==> config.mk <==
export PLATFORM = sky130hd
export DESIGN_NAME = reg_piso_unloader_flat
export DESIGN_NICKNAME = d
export VERILOG_FILES = /design/src/rtl/reg_piso_unloader_if.sv /design/src/rtl/reg_piso_unloader.sv /design/src/flat_wrapper.sv
export SDC_FILE = /design/constraint.sdc
export NUM_CORES = 1
export LEC_CHECK = 0
export CORE_ASPECT_RATIO = 1.5
export CORE_UTILIZATION = 50
export DETAILED_ROUTE_END_ITERATION = 16
export DONT_BUFFER_PORTS = 1
export GPL_ROUTABILITY_DRIVEN = 0
export PLACE_DENSITY = 0.7
export SLEW_MARGIN = 20
export SYNTH_ARGS = -nofsm -noshare
export SYNTH_HDL_FRONTEND = slang
export SYNTH_SLANG_ARGS = --single-unit
==> constraint.sdc <==
create_clock -name clk -period 3.8 [get_ports clk]
set_input_delay 0.95 -clock clk [delete_from_list [all_inputs] [get_ports clk]]
set_output_delay 0.95 -clock clk [all_outputs]
set_load 0.02 [all_outputs]
==> src/rtl/reg_piso_unloader_if.sv <==
// reg_piso_unloader_if: parallel-load handshake plus serial sink strobes for the unloader
interface reg_piso_unloader_if #(
   parameter int N = 32
);
   logic         in_valid;
   logic         in_ready;
   logic [N-1:0] in_data;
   logic         ser_stall;
   logic         ser_out;
   logic         ser_valid;
   logic         ser_last;
   logic         busy;

   modport master (
      output in_valid, in_data, ser_stall,
      input  in_ready, ser_out, ser_valid, ser_last, busy
   );

   modport slave (
      input  in_valid, in_data, ser_stall,
      output in_ready, ser_out, ser_valid, ser_last, busy
   );
endinterface

==> src/rtl/reg_piso_unloader.sv <==
// reg_piso_unloader: accepts an N-bit word and shifts it out one bit per cycle with valid/last strobes
module reg_piso_unloader #(
   parameter int N         = 32,
   parameter bit MSB_FIRST = 1'b0
) (
   input logic                clk,
   input logic                rst,
   reg_piso_unloader_if.slave bus
);
   localparam int CW = $clog2(N);

   typedef enum logic {IDLE, SHIFT} state_t;

   state_t          state;
   state_t          state_nx;
   logic [N-1:0]    sreg;
   logic [CW-1:0]   cnt;
   logic            ser_out;
   logic            ser_valid;
   logic            ser_last;
   logic            busy;
   logic            in_ready;
   logic            take;
   logic            adv;
   logic            last_out;

   // state register; reset is asynchronous and active-low
   always_ff @(posedge clk or negedge rst)
      if (!rst) state <= IDLE;
      else      state <= state_nx;

   // a new word can only start from IDLE or as the final bit leaves
   always_comb
      state_nx = (state == IDLE || last_out) ? (bus.in_valid ? SHIFT : IDLE) : state;

   // handshake and shift enables; the final bit leaving frees the slot in the same cycle
   always_comb begin
      last_out = (state == SHIFT) && (cnt == '0) && !bus.ser_stall;
      in_ready = (state == IDLE) || last_out;
      take     = bus.in_valid && in_ready;
      adv      = (state == SHIFT) && !bus.ser_stall;
   end

   // datapath: load presents the first bit at once, so sreg only holds the bits still to come
   always_ff @(posedge clk or negedge rst)
      if (!rst) begin
         sreg      <= '0;
         cnt       <= '0;
         ser_out   <= 1'b0;
         ser_valid <= 1'b0;
         ser_last  <= 1'b0;
         busy      <= 1'b0;
      end else if (take) begin
         ser_out   <= MSB_FIRST ? bus.in_data[N-1] : bus.in_data[0];
         sreg      <= MSB_FIRST ? bus.in_data << 1 : bus.in_data >> 1;
         cnt       <= CW'(N-1);
         ser_valid <= 1'b1;
         ser_last  <= 1'b0;
         busy      <= 1'b1;
      end else if (last_out) begin
         sreg      <= '0;
         cnt       <= '0;
         ser_out   <= 1'b0;
         ser_valid <= 1'b0;
         ser_last  <= 1'b0;
         busy      <= 1'b0;
      end else if (adv) begin
         ser_out   <= MSB_FIRST ? sreg[N-1] : sreg[0];
         sreg      <= MSB_FIRST ? sreg << 1 : sreg >> 1;
         cnt       <= cnt - CW'(1);
         ser_last  <= (cnt == CW'(1));
      end

   assign bus.in_ready  = in_ready;
   assign bus.ser_out   = ser_out;
   assign bus.ser_valid = ser_valid;
   assign bus.ser_last  = ser_last;
   assign bus.busy      = busy;
endmodule

==> src/flat_wrapper.sv <==
// flat-port wrapper written by rule: the top's interface ports become plain ports
module reg_piso_unloader_flat 
#(
   parameter int N         = 32,
   parameter bit MSB_FIRST = 1'b0
)
  (clk, rst, bus_in_valid, bus_in_data, bus_ser_stall, bus_in_ready, bus_ser_out, bus_ser_valid, bus_ser_last, bus_busy);
  reg_piso_unloader_if #(.N(N)) bus_i ();
  input logic clk;
  input logic rst;
  input wire logic [$bits(bus_i.in_valid)-1:0] bus_in_valid;
  input wire logic [$bits(bus_i.in_data)-1:0] bus_in_data;
  input wire logic [$bits(bus_i.ser_stall)-1:0] bus_ser_stall;
  output wire logic [$bits(bus_i.in_ready)-1:0] bus_in_ready;
  output wire logic [$bits(bus_i.ser_out)-1:0] bus_ser_out;
  output wire logic [$bits(bus_i.ser_valid)-1:0] bus_ser_valid;
  output wire logic [$bits(bus_i.ser_last)-1:0] bus_ser_last;
  output wire logic [$bits(bus_i.busy)-1:0] bus_busy;
  assign bus_i.in_valid = bus_in_valid;
  assign bus_i.in_data = bus_in_data;
  assign bus_i.ser_stall = bus_ser_stall;
  assign bus_in_ready = bus_i.in_ready;
  assign bus_ser_out = bus_i.ser_out;
  assign bus_ser_valid = bus_i.ser_valid;
  assign bus_ser_last = bus_i.ser_last;
  assign bus_busy = bus_i.busy;
  reg_piso_unloader #(.N(N), .MSB_FIRST(MSB_FIRST)) u_core (.clk(clk), .rst(rst), .bus(bus_i));
endmodule
After elaboration in Yosys (flattened, before gate mapping)
Index checks and enable logic that the tools add are counted.
{"block": "totals", "word_cells": 33, "inputBits": 36, "regBits": 41, "output_inout_bits": 5}
{"block": "classes", "add_sub_neg": 1, "bitwise_logic": 1, "n_mux": 15, "n_eq_ne": 1, "reduce_logical": 9}
{"cell": "$mux W32", "count": 3}
{"cell": "$mux W5", "count": 3}
{"cell": "$mux W1", "count": 9}
{"cell": "$eq A5 B1 Y1 const B", "count": 1}
{"cell": "$logic_not A5 Y1", "count": 1}
{"cell": "$sub A5 B1 Y5 const B", "count": 1}
{"cell": "$logic_and A1 B1 Y1", "count": 4}
{"cell": "$reduce_bool A3 Y1", "count": 1}
{"cell": "$reduce_bool A2 Y1", "count": 1}
{"cell": "$logic_not A1 Y1", "count": 1}
{"cell": "$logic_or A1 B1 Y1", "count": 1}
{"cell": "$not A1 Y1", "count": 1}

Longest topological paths before layout
Gate-level depths: netlist (run 1).
{"block": "depth", "word_depth": 6, "mapped_depth": 7, "ltp_nobuf": 5}

Worst setup path after synthesis (run 1)
No wires, ideal clock.
{"block": "synth_timing", "path_type": "register -> output", "start": "register u_core.cnt[0]", "end": "output bus_in_ready", "arrival_time_ps": 1653, "n_path_buf": 1, "required_ps": 2850, "setup_slack_ps": 1197, "stages_incl_launch_ff": 6, "path_cell_list": "dfrtp_1 -> inv_1 -> ha_1 -> or4b_1 -> buf_6 -> o21ai_1"}
{"block": "synth_via", "elab_chain_len": 4}
{"item": "from (decl)", "line": "reg_piso_unloader.sv:17", "source": "logic [CW-1:0] cnt;"}
{"item": "from (signal assigned)", "line": "reg_piso_unloader.sv:56", "source": "cnt <= CW'(N-1);"}
{"item": "from (signal assigned)", "line": "reg_piso_unloader.sv:70", "source": "cnt <= cnt - CW'(1);"}
{"item": "$logic_not A5 Y1", "line": "reg_piso_unloader.sv:38", "source": "last_out = (state == SHIFT) && (cnt == '0) && !bus.ser_stall;"}
{"item": "$logic_and A1 B1 Y1 (2 in a row)", "line": "reg_piso_unloader.sv:38"}
{"item": "$logic_or A1 B1 Y1", "line": "reg_piso_unloader.sv:39", "source": "in_ready = (state == IDLE) || last_out;"}
{"item": "to (decl)", "line": "flat_wrapper.sv:14", "source": "output wire logic [$bits(bus_i.in_ready)-1:0] bus_in_ready;"}
No other way between the ends.

Worst setup path after layout (run 1)
Same ends and word-level chain as after synthesis.

==> impl_metrics.tcl, run 1 <==
set metrics [dict create \
    timing.rr.end "u_core.sreg[24]" \
    grt_max_degree 41 \
    cts_buffer_depth 2 \
    post_cts_buffers 0 \
    wl_mm 4.135 \
    cts_tree "done" \
    final_nets 193 \
    worstHoldPathType "input port to async pin" \
    yosys_warnings 0 \
    synth-seq-cells 40 \
    holdBufCountCts 0 \
    drv_slew 0 \
    grt_pass1_vias 1392 \
    grt_pass1_wl_mm 6.555 \
    maxCapViolations 0 \
    start_kind "flip-flop" \
    p_leak_nw 1.022 \
    first_pass_iters 4 \
    netSwitchingFraction 0.2882 \
    fillers 335 \
    die_h_um 78.57 \
    clockPowerShare 0.235 \
    vias_per_cell 6.924 \
    max_stage_delay_ns 0.61 \
    netlist_instances 162 \
    wl_per_cell_um 20.99 \
    syn_area_mm2 0.001954 \
    syn_to_final_growth_pct 3.521 \
    core_mm2 0.003716 \
    dr_total_vias 1364 \
    dp_hpwl_mm 2.549 \
    fin_crit_ns 3.095 \
    drcViolationCount 0 \
    drive_above_1_share 0.1948 \
    drtIter0Drc 59 \
    clk_pin_slew_ns 0.07 \
    worstMarginPinSlew_ns 0.8890 \
    rsz0062_at_grt "no" \
    p_per_area_mw_per_mm2 632.3 \
    ant_nets 0 \
    dieArea_mm2 0.004168 \
    rows 27 \
    crit_slowest_cell "or4b_1" \
    min_period_over_period 0.8146 \
    status "completed" \
    rrSetupSlack_ns 1.33 \
    fin_worst_skew_ns 0.003765 \
    crit_required_ns 2.85 \
    setup.worst_path.class "flip-flop to output pin" \
    worstPathMaxFanout 6 \
    setup_viol 0 \
    cts_root_buffer "clkbuf_8" \
    io_buffers 0 \
    timing.critical_path.from "u_core.cnt[0]" \
    avgSynthCellArea_um2 12.06 \
    clk_latency_ns 0.29 \
    ys_seq_area_frac 0.5122 \
    io_pins 41 \
    vdd_ir_drop_max_mv 0.3731 \
    antenna_found_initial 0 \
    synth_cell_type_count 36 \
    crit_chain "inv_1, ha_1, or4b_1, o21ai_1" \
    die_w_um 53.05 \
    syn-num-nets 201 \
    finalSetupTns_ns 0 \
    crit_end "bus_in_ready" \
    power.share.sequential 0.524 \
    internal_power_mw 0.9106 \
    cts_resized 0 \
    cts.sinks 40 \
    grt.total_usage 0.2142 \
    cts_htree_levels 2 \
    finalHoldViolCount 0 \
    comb_power_share 0.242 \
    grt_overflow 0 \
    postLayoutCellArea_mm2 0.002023 \
    n_antenna_cell 0 \
    arrival_ns 2.15 \
    start_util 0.5259 \
    placed_cell_area_mm2 0.001922 \
    max_freq_mhz 323.1 \
    rr_startpoint "u_core.cnt[0]" \
    switching_power_mw 0.3687 \
    slew_headroom 0.3990 \
    cp-end-kind "output pin" \
    cts_buffers 5 \
    r2r.worst_path.cells 5 \
]
==> cell type report <==
class	count	area (um2)	area share
well taps	43	53.80	0.02659
multi-input cells	101	842.1	0.4162
flip-flops and latches	40	1001	0.4947
inverters	4	15.01	0.007421
repair buffers	2	15.01	0.007421
clock buffers	7	96.34	0.04762
==> stage by stage <==
step | power [mW] | setup slack (ns) | hold WS (ns) | utilization | instances
2_1_floorplan | 0.9173 | 1.197 | 0.4705 | - | 162
3_3_place_gp | 0.9618 | 1.100 | 0.4852 | 0.5172 | 190
3_5_place_dp | 0.9786 | 1.054 | 0.4899 | 0.5172 | 190
4_1_cts | 1.289 | 0.7098 | 0.3405 | 0.5431 | 197
5_1_grt | 1.353 | 0.6192 | 0.3341 | 0.5444 | 197
6_report | 1.279 | 0.7046 | 0.3485 | 0.5444 | 197
==> synth_stat cells, drive strengths merged <==
master	n	area share
nand3	3	0.0077
nor4	1	0.0032
nor2	2	0.0038
a2111oi	1	0.0045
a311o	1	0.0051
a221o	31	0.17
nor3	1	0.0026
nand2	1	0.0019
a21o	1	0.0038
buf	10	0.040
a31o	1	0.0045
a2bb2oi	1	0.0045
nand2b	3	0.0096
ha	3	0.019
nor4b	1	0.0045
clkbuf	7	0.013
a211o	2	0.0090
dfrtp	40	0.51
a311oi	1	0.0045
o31a	1	0.0045
or3	1	0.0032
or4b	1	0.0051
nand3b	1	0.0038
o21a	1	0.0038
nor4bb	1	0.0051
inv	4	0.0077
a32o	1	0.0051
and3	30	0.096
o21ai	5	0.019
mux2i	3	0.015
a211oi	2	0.0077
==> how the worst min path moves through the flow <==
stage / from / endpoint / slack, ns / depth (start not counted)
2_1_floorplan: u_core.sreg[11] / u_core.sreg[10] / 0.47 / 1
5_1_grt: rst / u_core.sreg[23] / 0.33 / 0
6_report: rst / u_core.sreg[14] / 0.35 / 0
3_5_place_dp: u_core.sreg[22] / u_core.sreg[21] / 0.49 / 1
3_3_place_gp: u_core.sreg[11] / u_core.sreg[10] / 0.49 / 1
4_1_cts: rst / u_core.sreg[28] / 0.34 / 0
==> critical path: cells and delay by family, from the launching register on <==
kind | cells | cell delay [ns]
AND/OR/NAND/NOR | 1 | 0.61
AO/OA/AOI/OAI | 1 | 0.50
flip-flops | 1 | 0.41
adder cells (fa/ha/maj) | 1 | 0.21
buffers and inverters | 1 | 0.13
==> per-layer routing <==
metal,up-vias,track usage,part of all wire
li1,621,-,-
met1,696,0.2816,0.45
met2,41,0.3316,0.48
met3,6,0.05814,0.059
met4,0,0.07895,0.014
met5,-,0,0
==> power groups by stage <==
stage                     combinational, mW  clock (mW)  sequential, mW
after global placement                0.294           0           0.668
after global routing                  0.343       0.322           0.688
after detailed placement              0.307           0           0.672
after CTS                             0.311       0.309           0.668
after floorplan                       0.276           0           0.641
final                                 0.309       0.300           0.670
==> cell usage in the layout, fill, tap and decap left out, types with 2 or more instances in the layout <==
cell type  count
a211o_1        2
a211oi_1       2
a221o_1       13
a221o_2       18
and3_1        30
buf_4          2
clkbuf_8       7
dfrtp_1       40
ha_1           3
inv_1          4
mux2i_1        3
nand2b_1       3
nand3_1        3
o21ai_0        3
==> flip-flops by register name, summed over array words and instances (netlist names) <==
name                  cells
u_core.bus.ser_last       1
u_core.bus.ser_out        1
u_core.bus.ser_valid      1
u_core.cnt                5
u_core.sreg              31
u_core.state              1
==> kinds of logic after synthesis <==
group | count (synthesis) | share of synthesized area
AO/OA/AOI/OAI | 49 | 0.2458
AND/OR/NAND/NOR | 46 | 0.1466
flip-flops | 40 | 0.5122
buffers and inverters | 21 | 0.06082
multiplexers | 3 | 0.01537
adder cells (fa/ha/maj) | 3 | 0.01921
No activity file was read; power rests on OpenSTA's default activity.
==> run 2, diff against run 1 <==
==> constraint.sdc (replaced) <==
create_clock -name clk -period 3.06 [get_ports clk]
set_input_delay 0.765 -clock clk [delete_from_list [all_inputs] [get_ports clk]]
set_output_delay 0.765 -clock clk [all_outputs]
set_load 0.02 [all_outputs]
==> impl_metrics.tcl, run 2 (synthesized netlist as in run 1, its figures left out) <==
set metrics [dict create \
    crit_slowest_cell "or4b_1" \
    grt_pass1_wl_mm 6.810 \
    dp_cells 191 \
    layout_commonest_cell "dfrtp_1" \
    grt_overflow 0 \
    grt_util_met1 0.2803 \
    cts_root_buffer "clkbuf_8" \
    regMostFlops "u_core.sreg" \
    start_util 0.5259 \
    drtIter0Drc 58 \
    status "completed" \
    fillers 335 \
    grt_pass1_vias 1424 \
    grt.total_usage 0.2213 \
    crit_buf_inv 1 \
    drv_slew 0 \
    die_w_um 53.05 \
    met3_usage 0.06395 \
    arrival_ns 2.19 \
    dr_total_vias 1406 \
    io_buffers 0 \
    p_leak_nw 1.033 \
    clk_latency_ns 0.29 \
    grt_use_met2 0.3519 \
    worstPathMaxFanout 6 \
    n_antenna_cell 0 \
    first_pass_iters 4 \
    post-route-util 0.5495 \
    wl_per_cell_um 21.06 \
    final_nets 194 \
    max_freq_mhz 338.1 \
    finalHoldViolCount 0 \
    start_kind "flip-flop" \
    busiest_layer "met2" \
    drcViolationCount 0 \
    crit_chain "inv_1, ha_1, or4b_1, o21ai_1" \
    timing.critical_path.from "u_core.cnt[0]" \
    postLayoutSetupSlackWorst_ns 0.1023 \
    vdd_ir_drop_max_mv 0.5729 \
    rows 27 \
    cts_resized 0 \
    placed_cell_area_mm2 0.001929 \
    finalPower_mw 1.645 \
    post_cts_buffers 0 \
    grt_max_degree 41 \
    rr_startpoint "u_core.cnt[0]" \
    cts_htree_levels 2 \
    vias_per_cell 7.065 \
    finalNonFillerCells 199 \
    syn_to_final_growth_pct 4.482 \
    cts_buffers 5 \
    cts_tree "done" \
    holdBufCountCts 0 \
    setup_viol 0 \
    cts.sinks 40 \
    maxCapViolations 0 \
    clk_pin_slew_ns 0.08 \
    cp-end-kind "output pin" \
    final_cell_mix "dfrtp_1 (40), and3_1 (30), a221o_2 (18)" \
    cts_buffer_depth 2 \
    die_h_um 78.57 \
    fin_worst_skew_ns 0.008071 \
    rsz0062_at_grt "no" \
    p_per_area_mw_per_mm2 805.5 \
    pre_cts_ws_ns 0.4309 \
    min_period_over_period 0.9666 \
    whs_ns 0.1600 \
    io_pins 41 \
    wl_mm 4.190 \
    max_stage_delay_ns 0.62 \
    crit_family "simple AND/OR/NAND/NOR gates" \
    worstHoldPathType "input port to async pin" \
    reg_top3 "u_core.sreg: 31 flops, u_core.cnt: 5 flops" \
    dp_hpwl_mm 2.699 \
    crit_required_ns 2.29 \
    core_mm2 0.003716 \
    fin_crit_ns 2.958 \
    antenna_found_initial 0 \
    worstMarginPinSlew_ns 0.8423 \
    dieArea_mm2 0.004168 \
    postLayoutCellArea_mm2 0.002042 \
    drive_above_1_share 0.1987 \
    setup.worst_path.class "flip-flop to output pin" \
    largest_register_ffs 31 \
    ant_nets 0 \
    finalSetupTns_ns 0 \
    slew_headroom 0.4306 \
]
-- run 2: changes by cell type in the layout (fill, tap and decap cells not counted) --
cell and change:
bufinv_16 +1, clkbuf_1 +1, clkbuf_8 -2, buf_4 +1, clkinv_2 +1
-- run 2: path summary, 6_finish.rpt --
kind | to | slack (ns) | cells after the start
min in group clk | u_core.sreg[8] | 0.51 | 1
hold / removal | u_core.sreg[23] | 0.16 | 0
hold reg to reg | u_core.sreg[8] | 0.51 | 1
max in group asynchronous | u_core.cnt[3] | 2.82 | 0
setup / recovery | bus_in_ready | 0.10 | 4
setup reg to reg | u_core.sreg[7] | 0.71 | 5
-- run 2: cell type report --
class                   instances  area (um2)  area share
clock inverters                 2       35.03     0.01716
flip-flops and latches         40        1001      0.4902
well taps                      43       53.80     0.02635
clock buffers                   6       72.57     0.03554
inverters                       4       15.01    0.007353
multi-input cells             101       842.1      0.4124
repair buffers                  3       22.52     0.01103
-- run 2: worst reg2reg max path, delay by kind of cell (launching register included) --
kind                     cells  cell delay, ns
AO/OA/AOI/OAI                1            0.43
adder cells (fa/ha/maj)      1            0.23
buffers and inverters        1            0.14
flip-flops                   1            0.41
AND/OR/NAND/NOR              2            1.02
-- run 2: per-layer routing --
layer | share of wire | routed length [um]
met5 | 0 | 0
met2 | 0.51 | 2126
met1 | 0.40 | 1682
met4 | 0.019 | 81
met3 | 0.071 | 299
-- run 2: power by group --
part / internal (mW) / switching (mW) / total [mW]
combinational: 0.227 / 0.161 / 0.388
sequential: 0.703 / 0.133 / 0.837
clock: 0.242 / 0.178 / 0.420
